[config.mk]
export PLATFORM = sky130hd
export DESIGN_NAME = resp_merger_flat
export DESIGN_NICKNAME = d
export VERILOG_FILES = /design/src/rtl/resp_merger_if.sv /design/src/rtl/resp_merger.sv /design/src/flat_wrapper.sv
export SDC_FILE = /design/constraint.sdc
export NUM_CORES = 1
export LEC_CHECK = 0
export ABC_AREA = 0
export BUFFER_PORTS_ARGS = -buffer_cell sky130_fd_sc_hd__buf_2
export CAP_MARGIN = 25
export CORE_AREA = 2 2 145 147
export CTS_BUF_LIST = sky130_fd_sc_hd__clkbuf_16
export DETAILED_ROUTE_END_ITERATION = 6
export DIE_AREA = 0 0 147 149
export PLACE_DENSITY_LB_ADDON = 0.12
export SETUP_SLACK_MARGIN = 0.02
export SLEW_MARGIN = 15
export SYNTH_ARGS = -nofsm -noshare
export SYNTH_HDL_FRONTEND = slang
export SYNTH_SLANG_ARGS = --single-unit
[constraint.sdc]
create_clock -name clk -period 2 [get_ports clk]
set_input_delay 0 -clock clk [delete_from_list [all_inputs] [get_ports clk]]
set_output_delay 0 -clock clk [all_outputs]
set_load 0.005 [all_outputs]
[src/rtl/resp_merger_if.sv]
// Shared types and the meta+data response stream interface used on every
// resp_merger port. The source side is the master; the sink side is the slave.
package resp_merger_pkg;
    typedef struct packed {
        logic [31:0] src_ip;
        logic [31:0] dst_ip;
        logic [15:0] src_port;
        logic [15:0] dst_port;
        logic [15:0] data_length;
    } udp_info;

    typedef enum logic {
        META_ARB  = 1'b0,
        DATA_PASS = 1'b1
    } merger_state_e;
endpackage

// Valid/ready: a beat transfers on any cycle where val and rdy are both 1.
// A master holds val and its payload stable until the beat transfers.
// rdy may depend on val.
interface resp_merger_if #(
    parameter int NOC_DATA_W     = -1,
    parameter int NOC_PADBYTES   = NOC_DATA_W / 8,
    parameter int NOC_PADBYTES_W = $clog2(NOC_PADBYTES)
);
    import resp_merger_pkg::*;

    logic                      meta_val;
    udp_info                   meta_info;
    logic                      meta_rdy;
    logic                      data_val;
    logic [NOC_DATA_W-1:0]     data;
    logic                      data_last;
    logic [NOC_PADBYTES_W-1:0] data_padbytes;
    logic                      data_rdy;

    modport master (
        output meta_val, meta_info, data_val, data, data_last, data_padbytes,
        input  meta_rdy, data_rdy
    );

    modport slave (
        input  meta_val, meta_info, data_val, data, data_last, data_padbytes,
        output meta_rdy, data_rdy
    );
endinterface

[src/rtl/resp_merger.sv]
// Merges the setup and manage response streams into one UDP TX stream.
// Arbitration is round-robin per packet; the winner is held until its last data beat.
module resp_merger
    import resp_merger_pkg::*;
#(
    parameter int NOC_DATA_W     = -1,
    parameter int NOC_PADBYTES   = NOC_DATA_W / 8,
    parameter int NOC_PADBYTES_W = $clog2(NOC_PADBYTES)
) (
    input  logic          clk,
    input  logic          rst,
    resp_merger_if.slave  setup_merger,
    resp_merger_if.slave  manage_merger,
    resp_merger_if.master merger_udp,
    output merger_state_e dbg_state
);

    merger_state_e state;
    logic          sel_reg;
    logic          prio_reg;
    logic          lock_reg;
    logic          sel_next;

    logic                      in_meta;
    logic                      in_data;
    logic                      meta_val_sel;
    udp_info                   meta_info_sel;
    logic                      data_val_sel;
    logic [NOC_DATA_W-1:0]     data_sel;
    logic                      data_last_sel;
    logic [NOC_PADBYTES_W-1:0] padbytes_sel;
    logic                      meta_val_out;
    logic                      data_val_out;
    logic                      meta_hs;
    logic                      data_hs_last;

    assign in_meta = (state == META_ARB);
    assign in_data = (state == DATA_PASS);

    // A locked meta grant keeps the offered output stable until it is accepted.
    always_comb begin
        sel_next = sel_reg;
        if (in_meta && !lock_reg) begin
            case ({manage_merger.meta_val, setup_merger.meta_val})
                2'b01:   sel_next = 1'b0;
                2'b10:   sel_next = 1'b1;
                2'b11:   sel_next = prio_reg;
                default: sel_next = sel_reg;
            endcase
        end
    end

    always_comb begin
        if (sel_next) begin
            meta_val_sel  = manage_merger.meta_val;
            meta_info_sel = manage_merger.meta_info;
            data_val_sel  = manage_merger.data_val;
            data_sel      = manage_merger.data;
            data_last_sel = manage_merger.data_last;
            padbytes_sel  = manage_merger.data_padbytes;
        end else begin
            meta_val_sel  = setup_merger.meta_val;
            meta_info_sel = setup_merger.meta_info;
            data_val_sel  = setup_merger.data_val;
            data_sel      = setup_merger.data;
            data_last_sel = setup_merger.data_last;
            padbytes_sel  = setup_merger.data_padbytes;
        end
    end

    assign meta_val_out = in_meta & meta_val_sel;
    assign data_val_out = in_data & data_val_sel;
    assign meta_hs      = meta_val_out & merger_udp.meta_rdy;
    assign data_hs_last = data_val_out & merger_udp.data_rdy & data_last_sel;

    assign merger_udp.meta_val      = meta_val_out;
    assign merger_udp.meta_info     = meta_info_sel;
    assign merger_udp.data_val      = data_val_out;
    assign merger_udp.data          = data_sel;
    assign merger_udp.data_last     = data_last_sel;
    assign merger_udp.data_padbytes = padbytes_sel;

    // Meta ready is qualified by the source's own valid so an idle block shows rdy = 0.
    assign setup_merger.meta_rdy  = in_meta & ~sel_next & setup_merger.meta_val
                                    & merger_udp.meta_rdy;
    assign manage_merger.meta_rdy = in_meta &  sel_next & manage_merger.meta_val
                                    & merger_udp.meta_rdy;
    assign setup_merger.data_rdy  = in_data & ~sel_reg & merger_udp.data_rdy;
    assign manage_merger.data_rdy = in_data &  sel_reg & merger_udp.data_rdy;

    always_ff @(posedge clk) begin
        if (rst) begin
            state    <= META_ARB;
            sel_reg  <= 1'b0;
            prio_reg <= 1'b0;
            lock_reg <= 1'b0;
        end else begin
            case (state)
                META_ARB: begin
                    if (meta_hs) begin
                        sel_reg  <= sel_next;
                        lock_reg <= 1'b0;
                        prio_reg <= ~sel_next;
                        state    <= DATA_PASS;
                    end else if (meta_val_out) begin
                        sel_reg  <= sel_next;
                        lock_reg <= 1'b1;
                    end
                end
                DATA_PASS: begin
                    if (data_hs_last) begin
                        state <= META_ARB;
                    end
                end
                default: state <= META_ARB;
            endcase
        end
    end

    assign dbg_state = state;

endmodule

[src/flat_wrapper.sv]
// flat-port wrapper written by rule: the top's interface ports become plain ports
module resp_merger_flat import resp_merger_pkg::*;
#(
    parameter int NOC_DATA_W     = -1,
    parameter int NOC_PADBYTES   = NOC_DATA_W / 8,
    parameter int NOC_PADBYTES_W = $clog2(NOC_PADBYTES)
)
  (clk, rst, dbg_state, setup_merger_meta_val, setup_merger_meta_info, setup_merger_data_val, setup_merger_data, setup_merger_data_last, setup_merger_data_padbytes, setup_merger_meta_rdy, setup_merger_data_rdy, manage_merger_meta_val, manage_merger_meta_info, manage_merger_data_val, manage_merger_data, manage_merger_data_last, manage_merger_data_padbytes, manage_merger_meta_rdy, manage_merger_data_rdy, merger_udp_meta_val, merger_udp_meta_info, merger_udp_data_val, merger_udp_data, merger_udp_data_last, merger_udp_data_padbytes, merger_udp_meta_rdy, merger_udp_data_rdy);
  resp_merger_if #(.NOC_DATA_W(NOC_DATA_W), .NOC_PADBYTES(NOC_PADBYTES), .NOC_PADBYTES_W(NOC_PADBYTES_W)) setup_merger_i ();
  resp_merger_if #(.NOC_DATA_W(NOC_DATA_W), .NOC_PADBYTES(NOC_PADBYTES), .NOC_PADBYTES_W(NOC_PADBYTES_W)) manage_merger_i ();
  resp_merger_if #(.NOC_DATA_W(NOC_DATA_W), .NOC_PADBYTES(NOC_PADBYTES), .NOC_PADBYTES_W(NOC_PADBYTES_W)) merger_udp_i ();
  input  logic clk;
  input  logic rst;
  output merger_state_e dbg_state;
  input wire logic [$bits(setup_merger_i.meta_val)-1:0] setup_merger_meta_val;
  input wire logic [$bits(setup_merger_i.meta_info)-1:0] setup_merger_meta_info;
  input wire logic [$bits(setup_merger_i.data_val)-1:0] setup_merger_data_val;
  input wire logic [$bits(setup_merger_i.data)-1:0] setup_merger_data;
  input wire logic [$bits(setup_merger_i.data_last)-1:0] setup_merger_data_last;
  input wire logic [$bits(setup_merger_i.data_padbytes)-1:0] setup_merger_data_padbytes;
  output wire logic [$bits(setup_merger_i.meta_rdy)-1:0] setup_merger_meta_rdy;
  output wire logic [$bits(setup_merger_i.data_rdy)-1:0] setup_merger_data_rdy;
  input wire logic [$bits(manage_merger_i.meta_val)-1:0] manage_merger_meta_val;
  input wire logic [$bits(manage_merger_i.meta_info)-1:0] manage_merger_meta_info;
  input wire logic [$bits(manage_merger_i.data_val)-1:0] manage_merger_data_val;
  input wire logic [$bits(manage_merger_i.data)-1:0] manage_merger_data;
  input wire logic [$bits(manage_merger_i.data_last)-1:0] manage_merger_data_last;
  input wire logic [$bits(manage_merger_i.data_padbytes)-1:0] manage_merger_data_padbytes;
  output wire logic [$bits(manage_merger_i.meta_rdy)-1:0] manage_merger_meta_rdy;
  output wire logic [$bits(manage_merger_i.data_rdy)-1:0] manage_merger_data_rdy;
  output wire logic [$bits(merger_udp_i.meta_val)-1:0] merger_udp_meta_val;
  output wire logic [$bits(merger_udp_i.meta_info)-1:0] merger_udp_meta_info;
  output wire logic [$bits(merger_udp_i.data_val)-1:0] merger_udp_data_val;
  output wire logic [$bits(merger_udp_i.data)-1:0] merger_udp_data;
  output wire logic [$bits(merger_udp_i.data_last)-1:0] merger_udp_data_last;
  output wire logic [$bits(merger_udp_i.data_padbytes)-1:0] merger_udp_data_padbytes;
  input wire logic [$bits(merger_udp_i.meta_rdy)-1:0] merger_udp_meta_rdy;
  input wire logic [$bits(merger_udp_i.data_rdy)-1:0] merger_udp_data_rdy;
  assign setup_merger_i.meta_val = setup_merger_meta_val;
  assign setup_merger_i.meta_info = setup_merger_meta_info;
  assign setup_merger_i.data_val = setup_merger_data_val;
  assign setup_merger_i.data = setup_merger_data;
  assign setup_merger_i.data_last = setup_merger_data_last;
  assign setup_merger_i.data_padbytes = setup_merger_data_padbytes;
  assign setup_merger_meta_rdy = setup_merger_i.meta_rdy;
  assign setup_merger_data_rdy = setup_merger_i.data_rdy;
  assign manage_merger_i.meta_val = manage_merger_meta_val;
  assign manage_merger_i.meta_info = manage_merger_meta_info;
  assign manage_merger_i.data_val = manage_merger_data_val;
  assign manage_merger_i.data = manage_merger_data;
  assign manage_merger_i.data_last = manage_merger_data_last;
  assign manage_merger_i.data_padbytes = manage_merger_data_padbytes;
  assign manage_merger_meta_rdy = manage_merger_i.meta_rdy;
  assign manage_merger_data_rdy = manage_merger_i.data_rdy;
  assign merger_udp_meta_val = merger_udp_i.meta_val;
  assign merger_udp_meta_info = merger_udp_i.meta_info;
  assign merger_udp_data_val = merger_udp_i.data_val;
  assign merger_udp_data = merger_udp_i.data;
  assign merger_udp_data_last = merger_udp_i.data_last;
  assign merger_udp_data_padbytes = merger_udp_i.data_padbytes;
  assign merger_udp_i.meta_rdy = merger_udp_meta_rdy;
  assign merger_udp_i.data_rdy = merger_udp_data_rdy;
  resp_merger #(.NOC_DATA_W(NOC_DATA_W), .NOC_PADBYTES(NOC_PADBYTES), .NOC_PADBYTES_W(NOC_PADBYTES_W)) u_core (.clk(clk), .rst(rst), .setup_merger(setup_merger_i), .manage_merger(manage_merger_i), .merger_udp(merger_udp_i), .dbg_state(dbg_state));
endmodule
==> results.sh <==
export IMPL_power_share_clock_pct=17.4
export IMPL_synth_top_cell_area_share_pct=43.7
export IMPL_grt_antenna_before_repair=0
export IMPL_core_box_area_mm2=0.0206
export IMPL_area_delta_synth_final_pct=134
export IMPL_post_cts_resize_count=0
export IMPL_synth_most_common_cell="mux2_1"
export IMPL_p_seq_share_pct=5.8
export IMPL_core_rowCount=53
export IMPL_cap_viol_max_count=0
export IMPL_power_static_leakage_nw=2.17
export IMPL_asyncSetResetFlopFracSynth_pct=0
export IMPL_multi_input_area_mm2=0.00153
export IMPL_grt_met2_usage_pct=17.8
export IMPL_tritoncts_clock_tree="yes"
export IMPL_cp_cell_sequence="a211oi_2 > o2bb2ai_4 > buf_12 > buf_12 > mux2_2 > buf_2"
export IMPL_drcViolationCount=0
export IMPL_synth_xor_area_share_pct=0
export IMPL_final_area_mm2=0.00403
export IMPL_synth_top_family_by_area="multiplexers"
export IMPL_fp_dieH_um=149
export IMPL_depth_of_the_worst_register_to_register_path=6
export IMPL_clock_tree_root_cell="clkbuf_16"
export IMPL_drt_pre_antenna_iters=4
export IMPL_crit_fanout=25
export IMPL_type_of_the_worst_setup_path="flip-flop to primary output"
export IMPL_rsz_0062_raised_after_global_routing="no"
export IMPL_headroom_to_the_max_slew_limit_pct=65.9
export IMPL_tritoncts_num_buffers=3
export IMPL_synth_nets=408
export IMPL_grt_usage_pct=7.93
export IMPL_setup_violations_final=0
export IMPL_syn_instance_count=164
export IMPL_result_of_the_run="finished, final reports clean"
export IMPL_layout_drive_gt1_share_pct=82.5
export IMPL_number_of_enable_type_register_cells_in_the_synthesized_netlist=0
export IMPL_detail_route_vias_per_cell=3.54
export IMPL_wire_per_inst_um=12.8
export IMPL_critPathTopFamily="buffers and inverters"
export IMPL_met1_track_demand_over_resource_pct=7.07
export IMPL_drv_slew=0
export IMPL_synth_compound_area_share_pct=3.63
export IMPL_crit_path_end="merger_udp_data_last"
export IMPL_layout_filler_cells=2351
export IMPL_layout_worst_path_cycle_share_pct=94.6
export IMPL_setup_worst_path_end_class="primary output"
export IMPL_register_area_share_after_synthesis_pct=4.64
export IMPL_fin_nets=776
export IMPL_critical_path_max_stage_delay_ns=0.37
export IMPL_htree_num_levels=1
export IMPL_critical_path_most_common_cell="buf_12"
export IMPL_synth_simple_gate_area_share_pct=5.80
export IMPL_cts_root_to_sink_buffers=2
export IMPL_cp_num_buf_inv=3
export IMPL_clock_skew_final_ns=0.00217
export IMPL_min_delay_path_class="primary input to flip-flop"
export IMPL_yosys_most_used_dff="dfxtp_1"
export IMPL_initial_core_util_pct=8.39
export IMPL_synth_adder_area_share_pct=0
export IMPL_pin_count_of_the_biggest_net_entering_global_routing=44
export IMPL_initialDrtViolationCount=23
export IMPL_synth_yosys_warnings=0
export IMPL_ant_nets=0
export IMPL_vdd_ir_drop_max_mv=0.241
export IMPL_global_route_overflow_total=0
export IMPL_power_share_combinational_pct=76.8
export IMPL_regArea_um2=80.1
export IMPL_synth_area_per_cell_um2=10.5
export IMPL_netlist_cell_type_count=18
export IMPL_critPathLaunch="u_core.lock_reg"
export IMPL_gp_congestion=0.763
export IMPL_worst_pin_slew_ns=0.511
export IMPL_synth_largest_area_cell="mux2_1"
export IMPL_detailed_place_hpwl_mm=8.97
export IMPL_fmaxAchievable_mhz=529
export IMPL_synth_top_cells_by_count="mux2_1, mux2_2, buf_6"
export IMPL_netSwitchingPower_mw=0.631
export IMPL_critical_path_required_time_ns=2.00
export IMPL_numClockSinks=4
export IMPL_reg2reg_to="u_core.dbg_state"
export IMPL_routed_via_count=2852
export IMPL_n_antenna_cell=0
export IMPL_worstSetupStartpointType="flip-flop"
export IMPL_finalWorstPathRequiredPeriod_ns=1.89
export IMPL_combined_area_of_all_synthesized_cells_mm2=0.00173
export IMPL_globalRoute_busiestLayer="met2"
export IMPL_ff2ff_setup_slack_ns=0.40
export IMPL_worst_path_max_delay_cell="mux2_2"
export IMPL_grt_first_pass_wirelength_mm=14.0
export IMPL_count_of_final_hold_check_violations=0
export IMPL_ioPinCount=369
export IMPL_worst_endpoint_arrival_ns=1.89
export IMPL_io_buffer_count=368
export IMPL_number_of_global_route_vias_before_repair=2878
export IMPL_synth_top_cells_by_area="mux2_1, mux2_2, buf_6"
export IMPL_fp_dieArea_mm2=0.0219
export IMPL_number_of_synthesized_register_bits=4
export IMPL_p_sw_share_pct=35.0
export IMPL_worst_setup_hold_path_clk_slew_ns=0.03
export IMPL_power_density_mw_per_mm2=447
export IMPL_setup_total_negative_slack_ns=0
export IMPL_postRouteWirelength_mm=10.3
export IMPL_regToRegStartpoint="u_core.lock_reg"
export IMPL_dpl_instance_area_mm2=0.00388
export IMPL_fp_dieW_um=147
export IMPL_clock_latency_ns=0.22
export IMPL_global_route_usage_met3_pct=1.87
export IMPL_multiplexer_share_of_the_synthesized_area_pct=78.8
export IMPL_worst_path_stages=6
export IMPL_cell_internal_pwr_mw=1.17
layout make-up:
cell class              instances  share of cell area [%]
multi-input cells             145                    38.1
clock buffers                   3                    1.86
flip-flops and latches          4                    1.99
inverters                       1                  0.0931
well taps                     275                    8.54
repair buffers                377                    49.5
worst reg2reg max path: stages (launching register included):
cell and delay, ns:
dfxtp_1 0.36, a211oi_2 0.29, o2bb2ai_4 0.16, buf_12 0.15
buf_12 0.19, mux2i_1 0.25, a211oi_2 0.08
per-stage QoR:
step | setup WS, ns | total power [mW] | instances | utilization, % | hold WS [ns]
finish | 0.109 | 1.80 | 805 | 19.6 | 0.0213
global route | 0.0110 | 1.94 | 805 | 19.6 | 0.0314
CTS | 0.0368 | 1.77 | 801 | 19.2 | 0.0235
detailed placement | 0.274 | 1.44 | 798 | 18.9 | 0.255
global placement | 0.279 | 1.45 | 798 | 18.9 | 0.258
floorplan | 0.505 | 0.802 | 164 | - | 0.0646
kinds of logic (layout without fill, tap and decap cells):
logic type / Yosys count / count (layout)
AO/OA/AOI/OAI: 5 / 5
buffers and inverters: 15 / 381
flip-flops: 4 / 4
multiplexers: 121 / 121
AND/OR/NAND/NOR: 19 / 19
placed cells by master, fill, tap and decap left out, types with 2 or more instances in the layout:
cell type,synthesis,layout
buf_2,6,368
mux2_1,67,67
mux2_2,51,51
nor2_1,7,7
clkbuf_16,0,5
nand2_1,4,4
buf_12,0,4
dfxtp_1,4,4
mux2i_1,3,3
nor2b_1,3,3
buf_4,0,3
a211oi_2,2,2
and3_1,2,2
routing by layer:
layer | part of all wire (%) | wire, um
met1 | 32 | 3300
met2 | 56 | 5810
met3 | 11 | 1110
met4 | 0.63 | 65
met5 | 0 | 0
how the worst min path moves through the flow:
| stage | start | endpoint | slack (ns) | cells after the start |
|---|---|---|---|---|
| 6_report | rst | u_core.dbg_state | 0.02 | 2 |
| 5_1_grt | rst | u_core.dbg_state | 0.03 | 2 |
| 4_1_cts | rst | u_core.dbg_state | 0.02 | 2 |
| 3_5_place_dp | rst | u_core.dbg_state | 0.25 | 2 |
| 3_3_place_gp | rst | u_core.dbg_state | 0.26 | 2 |
| 2_1_floorplan | rst | u_core.dbg_state | 0.06 | 1 |
power groups by stage:
stage	combinational (mW)	clock, mW	sequential (mW)
floorplan	0.703	0	0.0994
global placement	1.35	0	0.105
detailed placement	1.34	0	0.105
CTS	1.35	0.320	0.104
global route	1.51	0.324	0.106
finish	1.39	0.315	0.104
what timing repair did:
action                     CTS  global route
hold buffers                 0             0
buffers inserted             0             2
setup endpoints to repair    0            85
No activity file was read; power rests on OpenSTA's default activity.
